### src/rtl/demux_1x16_buf_pkg.sv
// Shared defaults and decode types for the buffered 1-to-N bus demultiplexer.
package demux_1x16_buf_pkg;

    localparam int DEMUX_WIDTH = 32;
    localparam int DEMUX_N     = 16;
    localparam int DEMUX_SEL_W = 4;

    typedef enum logic [1:0] {
        LOAD_NONE,
        LOAD_ONE,
        LOAD_ALL
    } load_mode_e;

endpackage

### src/rtl/demux_1x16_buf_slot.sv
// One destination holding slot: a data register plus a valid flag.
module demux_slot #(
    parameter int WIDTH = 32
) (
    input  logic             clk,
    input  logic             clr,
    input  logic             load_i,
    input  logic             ack_i,
    input  logic [WIDTH-1:0] d_i,
    output logic [WIDTH-1:0] q_o,
    output logic             valid_o
);

    logic [WIDTH-1:0] data_q, data_d;
    logic             valid_q, valid_d;

    // Load wins over ack so a same-cycle ack+load keeps the slot full.
    always_comb begin
        valid_d = load_i | (valid_q & ~ack_i);
        data_d  = load_i ? d_i : data_q;
    end

    always_ff @(posedge clk or posedge clr) begin
        if (clr) begin
            data_q  <= '0;
            valid_q <= 1'b0;
        end else begin
            data_q  <= data_d;
            valid_q <= valid_d;
        end
    end

    assign q_o     = data_q;
    assign valid_o = valid_q;

endmodule

### src/rtl/demux_1x16_buf.sv
// Buffered 1-to-N bus demultiplexer with per-slot ack.
// Optional broadcast delivery to all slots is built when DEMUX_BCAST_EN is defined.
module demux_1x16_buf
    import demux_1x16_buf_pkg::*;
#(
    parameter  int WIDTH = DEMUX_WIDTH,
    parameter  int N     = DEMUX_N,
    localparam int SEL_W = $clog2(N)
) (
    input  logic               clk,
    input  logic               clr,
    input  logic [WIDTH-1:0]   in_data,
    input  logic [SEL_W-1:0]   in_sel,
    input  logic               in_valid,
    output logic               in_ready,
    output logic [N*WIDTH-1:0] out_data,
    output logic [N-1:0]       out_valid,
    input  logic [N-1:0]       out_ack,
    output logic [SEL_W:0]     out_count,
    input  logic               in_bcast
);

    logic [N-1:0]   slot_free;
    logic [N-1:0]   sel_onehot;
    logic [N-1:0]   load;
    logic [N-1:0]   valid_d;
    logic           sel_ok;
    logic           single_ready;
    load_mode_e     mode;
    logic [SEL_W:0] count_q, count_d;

    assign slot_free = ~out_valid | out_ack;
    assign sel_ok    = ({1'b0, in_sel} < (SEL_W+1)'(N));

    always_comb begin
        sel_onehot = '0;
        if (sel_ok) begin
            sel_onehot[in_sel] = 1'b1;
        end
    end

    // Reduction over the one-hot avoids indexing past N for non-power-of-2 N.
    assign single_ready = |(sel_onehot & slot_free);

`ifdef DEMUX_BCAST_EN
    always_comb begin
        mode     = LOAD_NONE;
        in_ready = in_bcast ? (&slot_free) : single_ready;
        if (in_valid && in_ready) begin
            mode = in_bcast ? LOAD_ALL : LOAD_ONE;
        end
    end
`else
    logic unused_bcast;
    assign unused_bcast = in_bcast;

    always_comb begin
        mode     = LOAD_NONE;
        in_ready = single_ready;
        if (in_valid && in_ready) begin
            mode = LOAD_ONE;
        end
    end
`endif

    always_comb begin
        case (mode)
            LOAD_ONE: load = sel_onehot;
            LOAD_ALL: load = '1;
            default:  load = '0;
        endcase
    end

    // Count tracks the next-state valid vector so it always equals popcount(out_valid).
    always_comb begin
        valid_d = load | (out_valid & ~out_ack);
        count_d = '0;
        for (int unsigned k = 0; k < N; k++) begin
            count_d = count_d + (SEL_W+1)'(valid_d[k]);
        end
    end

    always_ff @(posedge clk or posedge clr) begin
        if (clr) begin
            count_q <= '0;
        end else begin
            count_q <= count_d;
        end
    end

    assign out_count = count_q;

    for (genvar k = 0; k < N; k++) begin : g_slot
        demux_slot #(.WIDTH(WIDTH)) u_slot (
            .clk     (clk),
            .clr     (clr),
            .load_i  (load[k]),
            .ack_i   (out_ack[k]),
            .d_i     (in_data),
            .q_o     (out_data[k*WIDTH +: WIDTH]),
            .valid_o (out_valid[k])
        );
    end

endmodule

### config.mk
export PLATFORM = sky130hd
export DESIGN_NAME = demux_1x16_buf
export DESIGN_NICKNAME = d
export VERILOG_FILES = /design/src/rtl/demux_1x16_buf_pkg.sv /design/src/rtl/demux_1x16_buf_slot.sv /design/src/rtl/demux_1x16_buf.sv
export SDC_FILE = /design/constraint.sdc
export NUM_CORES = 1
export LEC_CHECK = 0
export ABC_AREA = 1
export CORE_MARGIN = 4
export CORE_UTILIZATION = 28
export CTS_CLUSTER_SIZE = 8
export DETAILED_ROUTE_END_ITERATION = 8
export SLEW_MARGIN = 20
export SYNTH_ARGS = -nofsm -noshare
export SYNTH_HDL_FRONTEND = slang
export SYNTH_SLANG_ARGS = --single-unit
### constraint.sdc
create_clock -name clk -period 20.3 [get_ports clk]
set_clock_uncertainty 0.15 [all_clocks]
set_input_delay 4.06 -clock clk [delete_from_list [all_inputs] [get_ports clk]]
set_output_delay 4.06 -clock clk [all_outputs]
set_load 0.01 [all_outputs]
==> flow_metrics.tcl, run 1 <==
set metrics [dict create \
    slowest_delay_ns 0.80 \
    final_common_cell "nand2_1" \
    gp_congestion 0.789 \
    setup_tns_ns 0 \
    antenna_found_initial 1 \
    seqCellArea_mm2 0.0133 \
    insertion_delay_ns 0.61 \
    powerDensity_mw_per_mm2 123 \
    routed_wl_um 99200 \
    hold_viol 0 \
    dp_worst_setup_slack_ns 8.45 \
    layout_common_cells "1,074 x nand2_1, 576 x clkdlybuf4s50_1, 533 x dfrtp_1" \
    power_frac_clock 0.311 \
    achievable-frequency_mhz 88.6 \
    status "finished, final reports clean" \
    core_area_mm2 0.0809 \
    synth_compound_area_frac 0.000327 \
    crit_buf_inv 3 \
    critPathTopFamily "simple AND/OR/NAND/NOR gates" \
    stdcell_count 4046 \
    die_y_um 294 \
    synthCells 2549 \
    synth_edf_count 0 \
    reg2reg_depth 20 \
    cts_setup_buffers 0 \
    final_nets 3045 \
    multiInputGateArea_mm2 0.00796 \
    avgSynthCellArea_um2 9.01 \
    cp.required_ns 16.09 \
    worst_pin_slew_ns 1.08 \
    p_comb_frac 0.301 \
    finalPower_mw 3.84 \
    die_w_um 294 \
    drt-wirelength-per-cell_um 24.5 \
    slew_headroom 0.279 \
    worstSetupPathType "in -> out" \
    hpwl_um 61000 \
    dieArea_mm2 0.0867 \
    worstSetupEndpointType "primary output" \
    grt_pass1_vias 20291 \
    synth_xor_area_frac 0.000763 \
    cts_root_buf "clkbuf_16" \
    dpl-instance-area_mm2 0.0291 \
    drv_slew 0 \
    syn_area_mm2 0.0230 \
    r2r-start "g_slot[3].u_slot.valid_o" \
    syn_to_final_growth_pct 36.0 \
    p_switching_mw 1.25 \
    synthFlopType "dfrtp_1" \
    hold_buffers 0 \
    crit_top_cell "nand2_1" \
    hold-path-endpoint "g_slot[15].u_slot.q_o[31]" \
    grt_usage 0.221 \
    ioPinCount 590 \
    synth_top_family_by_area "simple AND/OR/NAND/NOR gates" \
    cts.path.max_buffers 3 \
    fillers 8141 \
    yosysSeqAreaShare 0.581 \
    p_leak_nw 15.2 \
    synth_seq_cells 533 \
    ys_async_sr_fraction 1.00 \
    synthTopCellsByArea "dfrtp_1 58%, nand2_1 18%, nand4_1 14%" \
    dp.cells 3954 \
    grt_max_degree 153 \
    ant_nets 0 \
    yosysTopAreaCellShare 0.581 \
    synthSimpleGateAreaFrac 0.330 \
    rsz0062_at_grt "no" \
    synth_cell_types 21 \
    cts-htree-levels 3 \
    hold_path_class "reg -> reg" \
    rrSetupSlack_ns 13.64 \
    drv_cap 0 \
    hp-start "g_slot[15].u_slot.q_o[31]" \
    vias_per_cell 5.15 \
    drt_iter0_markers 1667 \
    final_cell_area_mm2 0.0312 \
    crit_path_cell_trace "clkdlybuf4s50_1, nand2_1, nor2_4, nand2_1, nand2_1, inv_1, nand2_1, nor2_2, nand2_8, clkdlybuf4s50_1" \
    drc 0 \
    yosysTopAreaCell "dfrtp_1" \
    cts_tree "done" \
    ys_warn_count 0 \
    synth_adder_area_share 0.0114 \
    p_int_mw 2.59 \
    post-route-min-period_ns 11.29 \
    grt_pass1_wl_um 143000 \
    rows 104 \
    min_period_over_period 0.556 \
    portBuffers 588 \
    post_cts_resized 0 \
    via_count 20833 \
    initial_utilization 0.284 \
    min_path_cells 2 \
    grt-ovfl-total 0 \
    sw_frac_of_total 0.325 \
    synthMuxAreaShare 0 \
    critical_path_peak_fanout 61 \
    setup_viol 0 \
    drive_gt1_frac 0.0623 \
    cts_sinks 533 \
    cts_inserted_buffers 78 \
    p_seq_frac 0.388 \
    setup.worst_path.start_class "primary input" \
    crit_arrival_ns 7.08 \
    dr.pass1.iters 6 \
    setup_slack_ns 9.01 \
    reg2reg_to "out_count[4]" \
    clkTransAtPathRegs_ns 0.05 \
    crit_slowest_cell "nor2_4" \
    max-vdd-ir-drop_uv 60.6 \
    syn-num-nets 2620 \
]
cell usage after synthesis (2+ instances only):
library cell,number
buf_1,12
buf_2,37
buf_4,34
buf_6,36
clkbuf_1,174
dfrtp_1,533
fa_1,10
ha_1,5
inv_1,60
nand2_1,1074
nand3_1,21
nand3_2,11
nand4_1,512
nor2_1,21
nor2_2,2
xor2_1,2
worst max-delay path by stage:
stage	startpoint	endpoint	slack, ns	depth (start not counted)
CTS	in_sel[2]	in_ready	8.98	10
global route	in_sel[2]	out_count[4]	8.62	22
finish	in_sel[2]	in_ready	9.01	10
global placement	in_sel[2]	out_count[4]	8.49	22
floorplan	clr	g_slot[0].u_slot.q_o[0]	1.19	1
detailed placement	in_sel[2]	out_count[4]	8.45	22
layout make-up:
class                           instances  area share
Antenna cell                            1   0.0000801
Timing Repair Buffer                  638       0.199
Clock buffer                           80      0.0627
Tap cell                             1060      0.0425
Sequential cell                       533       0.427
Clock inverter                         11     0.00613
Inverter                               61     0.00757
Multi-Input combinational cell       1662       0.255
metrics by stage:
step,hold WS [ns],utilization
floorplan,0.339,-
global placement,0.302,0.359
detailed placement,0.307,0.359
CTS,0.320,0.386
global route,0.330,0.386
finish,0.316,0.386
power groups by stage:
| stage | logic [mW] | clock network, mW | registers (mW) |
|---|---|---|---|
| after floorplan | 0.326 | 0 | 1.61 |
| after global placement | 1.15 | 0 | 1.49 |
| after detailed placement | 1.16 | 0 | 1.50 |
| after CTS | 1.16 | 1.22 | 1.49 |
| after global routing | 1.24 | 1.26 | 1.52 |
| final | 1.16 | 1.20 | 1.49 |
routing by layer:
metal | up-vias | track usage | share of wire
li1 | 9326 | - | -
met4 | 0 | 0.0765 | 0.035
met3 | 167 | 0.0610 | 0.087
met2 | 904 | 0.354 | 0.47
met5 | - | 0 | 0
met1 | 10436 | 0.290 | 0.41
state kept, by name, summed over array words and instances (netlist names):
name                   flops
g_slot.u_slot.valid_o     16
g_slot.u_slot.q_o        512
out_count                  5
kinds of logic (layout without fill, tap and decap cells):
logic type | after synthesis | after routing
simple gates | 1644 | 1644
flops | 533 | 533
buf+inv | 354 | 790
fa+ha+maj | 15 | 15
xor+xnor | 2 | 2
compound gates | 1 | 1
other cells | 0 | 1
worst min-delay path, delay by kind of cell, from the launching register on:
family	cells	cell delay [ns]
simple gates	2	0.09
flops	1	0.33
No activity file was read; power rests on OpenSTA's default activity.
==> inputs of run 2 (changes only) <==
==> constraint.sdc (replaced) <==
create_clock -name clk -period 10.7 [get_ports clk]
set_clock_uncertainty 0.15 [all_clocks]
set_input_delay 2.14 -clock clk [delete_from_list [all_inputs] [get_ports clk]]
set_output_delay 2.14 -clock clk [all_outputs]
set_load 0.01 [all_outputs]
==> flow_metrics.tcl, run 2 (synthesis results as in run 1) <==
set metrics [dict create \
    core_area_mm2 0.0809 \
    crit_slowest_cell "nand3_2" \
    cts_root_buf "clkbuf_16" \
    powerDensity_mw_per_mm2 233 \
    grt_pass1_vias 20426 \
    rrSetupSlack_ns 4.92 \
    setup.worst_path.start_class "primary input" \
    setup_tns_ns 0 \
    reg2reg_to "out_count[4]" \
    post-route-min-period_ns 8.09 \
    power_frac_clock 0.311 \
    hp-start "g_slot[2].u_slot.q_o[0]" \
    cts_setup_buffers 0 \
    drc 0 \
    hold-path-endpoint "g_slot[2].u_slot.q_o[0]" \
    routed_wl_um 99800 \
    grt-ovfl-total 0 \
    worstSetupEndpointType "register" \
    hold_path_class "reg -> reg" \
    crit_path_cell_trace "clkdlybuf4s50_1, nand2_1, nor2_4, buf_4, nand2_1, nand2_1, inv_1, nand2_1, nor2_2, nand2_8, nand3_2, nand2_1, inv_1, fa_1, inv_1, fa_1, inv_1, fa_1, fa_1, inv_1, ha_1, fa_1, nand2_1, a21boi_0" \
    largest_reg_flops 512 \
    achievable-frequency_mhz 124 \
    min_path_cells 2 \
    dr.pass1.iters 5 \
    holdWs_ns 0.313 \
    grt_pass1_wl_um 144000 \
    r2r-start "g_slot[4].u_slot.valid_o" \
    drv_cap 0 \
    slowest_delay_ns 0.83 \
    hold_buffers 0 \
    ant_nets 0 \
    die_w_um 294 \
    final_util 0.386 \
    cts_tree "done" \
    dieArea_mm2 0.0867 \
    grt_usage 0.223 \
    post_cts_resized 0 \
    p_seq_frac 0.388 \
    sw_frac_of_total 0.325 \
    antenna_found_initial 3 \
    vias_per_cell 5.13 \
    die_y_um 294 \
    dpl-instance-area_mm2 0.0291 \
    final_nets 3039 \
    drive_gt1_frac 0.0611 \
    gp_congestion 0.779 \
    portBuffers 588 \
    p_comb_frac 0.300 \
    final_common_cell "nand2_1" \
    min_period_over_period 0.756 \
    ioPinCount 590 \
    slew_headroom 0.249 \
    critical_path_peak_fanout 74 \
    syn_to_final_growth_pct 36.1 \
    rsz0062_at_grt "no" \
    cp.required_ns 11.05 \
    max-vdd-ir-drop_uv 125 \
    hold_viol 0 \
    p_leak_nw 15.2 \
    final_cell_area_mm2 0.0313 \
    crit_arrival_ns 8.43 \
    cts_inserted_buffers 77 \
    status "finished, final reports clean" \
    via_count 20710 \
    setup_viol 0 \
    antenna_cells 0 \
    hpwl_um 60500 \
    layout_common_cells "1,074 x nand2_1, 573 x clkdlybuf4s50_1, 533 x dfrtp_1" \
    finalPower_mw 7.30 \
    drt-wirelength-per-cell_um 24.7 \
    rows 104 \
    drt_iter0_markers 1910 \
    grt_max_degree 195 \
    crit_top_cell "nand2_1" \
    p_int_mw 4.93 \
    cts-htree-levels 3 \
    worstSetupPathType "in -> reg" \
    cts.path.max_buffers 3 \
    drv_slew 0 \
    cts_sinks 533 \
    reg2reg_depth 21 \
    insertion_delay_ns 0.63 \
    worst_pin_slew_ns 1.13 \
    clkTransAtPathRegs_ns 0.05 \
    p_switching_mw 2.37 \
    initial_utilization 0.284 \
]
==> run 2: how the worst max path moves through the flow <==
stage / cells past startpoint / to / startpoint / slack, ns
floorplan: 1 / g_slot[0].u_slot.q_o[0] / clr / 1.16
global placement: 24 / out_count[4] / in_sel[3] / 2.03
detailed placement: 24 / out_count[4] / in_sel[3] / 1.95
CTS: 24 / out_count[4] / in_sel[3] / 2.61
global route: 24 / out_count[4] / in_sel[3] / 2.23
finish: 24 / out_count[4] / in_sel[3] / 2.61
==> run 2: worst max-delay path: cells and delay by family <==
kind                       cells  cell delay, ns
and+or+nand+nor               10            2.36
adders and majority gates      6            2.62
AOI/OAI and AO/OA              1            0.08
buffers and inverters          7            1.21
==> run 2: layout make-up <==
type	instances	area [um2]
fillers	8072	49700
flip-flops and latches	533	13300
multi-input cells	1662	7960
repair buffers	633	6240
clock buffers	83	1990
well taps	1060	1330
inverters	61	233
clock inverters	7	176
==> run 2: layer usage <==
layer	GRT usage	wire length (um)	vias to the layer above
li1	-	-	9299
met1	0.288	40400	10291
met2	0.352	46000	925
met3	0.0699	9510	195
met4	0.0846	3830	0
met5	0	0	-
==> run 2: power by group through the flow <==
stage,Clock [mW],Combinational (mW),Sequential (mW)
4_1_cts,2.33,2.21,2.83
2_1_floorplan,0,0.619,3.05
3_3_place_gp,0,2.19,2.84
6_report,2.27,2.19,2.83
5_1_grt,2.41,2.36,2.89
3_5_place_dp,0,2.20,2.85
==> run 2: per-stage QoR <==
stage,cells,setup WS [ns]
2_1_floorplan,2549,1.16
3_3_place_gp,3948,2.03
3_5_place_dp,3948,1.95
4_1_cts,4038,2.61
5_1_grt,4039,2.23
6_report,4039,2.61
==> inputs of run 3 (changes only) <==
==> constraint.sdc (replaced) <==
create_clock -name clk -period 7.4 [get_ports clk]
set_clock_uncertainty 0.15 [all_clocks]
set_input_delay 1.48 -clock clk [delete_from_list [all_inputs] [get_ports clk]]
set_output_delay 1.48 -clock clk [all_outputs]
set_load 0.01 [all_outputs]
==> flow_metrics.tcl, run 3 (synthesis results as in run 1) <==
set metrics [dict create \
    post-route-min-period_ns 5.85 \
    grt_pass1_vias 20225 \
    fillers 8119 \
    ioPinCount 590 \
    critPathTopFamily "adder cells" \
    largest_reg_flops 512 \
    r2r-start "g_slot[5].u_slot.valid_o" \
    drt_iter0_markers 1884 \
    worstSetupPathType "in -> reg" \
    post_cts_resized 0 \
    die_y_um 294 \
    slowest_delay_ns 0.54 \
    dr.pass1.iters 5 \
    final_cell_area_mm2 0.0314 \
    drv_cap 0 \
    rows 104 \
    startpoint "in_sel[2]" \
    cts.path.max_buffers 3 \
    cts_inserted_buffers 78 \
    cts_tree "done" \
    cts_sinks 533 \
    cp.required_ns 7.74 \
    drt-wirelength-per-cell_um 24.4 \
    crit_buf_inv 7 \
    crit_arrival_ns 6.18 \
    setup_slack_ns 1.55 \
    cts_root_buf "clkbuf_16" \
    crit_top_cell "inv_1" \
    cts-htree-levels 3 \
    setup_viol 0 \
    insertion_delay_ns 0.63 \
    grt_usage 0.221 \
    holdWs_ns 0.315 \
    drc 0 \
    final_nets 3062 \
    hold_path_class "reg -> reg" \
    p_leak_nw 15.3 \
    grt_max_degree 206 \
    powerDensity_mw_per_mm2 336 \
    slew_headroom 0.222 \
    via_count 20766 \
    rsz0062_at_grt "no" \
    rrSetupSlack_ns 2.81 \
    worst_pin_slew_ns 1.17 \
    portBuffers 588 \
    dp_worst_setup_slack_ns 0.970 \
    ant_nets 0 \
    hold_buffers 0 \
    achievable-frequency_mhz 171 \
    syn_to_final_growth_pct 36.9 \
    crit_slowest_cell "clkdlybuf4s50_1" \
    antenna_found_initial 2 \
    crit_path_cell_trace "clkdlybuf4s50_1, nand2_1, inv_1, nand3_1, nand2_1, inv_1, nand2_1, nor2_2, nand2_8, nand3_1, nand2_1, inv_1, fa_1, inv_1, fa_1, inv_1, fa_1, fa_1, inv_1, ha_1, fa_1, nand2_1, a21boi_0" \
    hold_viol 0 \
    final_common_cell "nand2_1" \
    dpl-instance-area_mm2 0.0292 \
    drive_gt1_frac 0.0690 \
    max-vdd-ir-drop_uv 196 \
    gp_congestion 0.827 \
    status "finished, final reports clean" \
    clkTransAtPathRegs_ns 0.05 \
    setup.worst_path.start_class "primary input" \
    grt-ovfl-total 0 \
    min_period_over_period 0.790 \
    critical_path_peak_fanout 21 \
    drv_slew 0 \
    hp-start "g_slot[14].u_slot.q_o[2]" \
    hpwl_um 61600 \
    core_area_mm2 0.0809 \
    die_w_um 294 \
    layout_common_cells "1,074 x nand2_1, 573 x clkdlybuf4s50_1, 533 x dfrtp_1" \
    worstSetupEndpointType "register" \
    grt_pass1_wl_um 143000 \
    dieArea_mm2 0.0867 \
    cts_setup_buffers 0 \
    initial_utilization 0.284 \
    routed_wl_um 99200 \
    vias_per_cell 5.11 \
    finalPower_mw 10.6 \
]
## run 3: stage by stage
step,instances,utilization,TNS [ns]
after global routing,4062,0.388,0
after CTS,4062,0.388,0
final,4063,0.388,0
after floorplan,2549,-,-786.74
after global placement,3971,0.361,0
after detailed placement,3971,0.361,0
## run 3: cell type report
| class | instances | area, um2 | area share |
|---|---|---|---|
| inverters | 61 | 233 | 0.00740 |
| multi-input cells | 1662 | 7960 | 0.253 |
| well taps | 1060 | 1330 | 0.0422 |
| repair buffers | 655 | 6390 | 0.203 |
| diodes | 1 | 2.50 | 0.0000796 |
| clock buffers | 81 | 1990 | 0.0634 |
| clock inverters | 10 | 195 | 0.00621 |
| flip-flops and latches | 533 | 13300 | 0.424 |
## run 3: final timing paths
path                                             end  depth (start not counted)
setup / recovery                        out_count[4]                         23
hold / removal              g_slot[14].u_slot.q_o[2]                          2
setup reg to reg                        out_count[4]                         21
hold reg to reg             g_slot[14].u_slot.q_o[2]                          2
max in group asynchronous   g_slot[8].u_slot.q_o[30]                          4
min in group asynchronous  g_slot[13].u_slot.q_o[23]                          2
## run 3: layer usage
metal	global-route usage	part of all wire
met2	0.344	0.45
met1	0.292	0.42
met3	0.0653	0.094
met5	0	0
met4	0.0852	0.039
## run 3: worst reg2reg max path, cell delays in order (launching register included)
cell and delay (ns):
dfrtp_1 0.40, nand2_1 0.16, nand3_1 0.09, nand2_1 0.08, inv_1 0.04, nand2_1 0.05
nor2_1 0.08, nand2_8 0.19, nand3_1 0.15, nand2_1 0.13, inv_1 0.06, fa_1 0.50
inv_1 0.06, fa_1 0.50, inv_1 0.05, fa_1 0.47, fa_1 0.50, inv_1 0.04
ha_1 0.19, fa_1 0.41, nand2_1 0.09, a21boi_0 0.07
## run 3: power breakdown
part | internal [mW] | switching [mW]
logic | 1.54 | 1.62
registers | 3.65 | 0.456
clock network | 1.95 | 1.35
total | 7.15 | 3.42
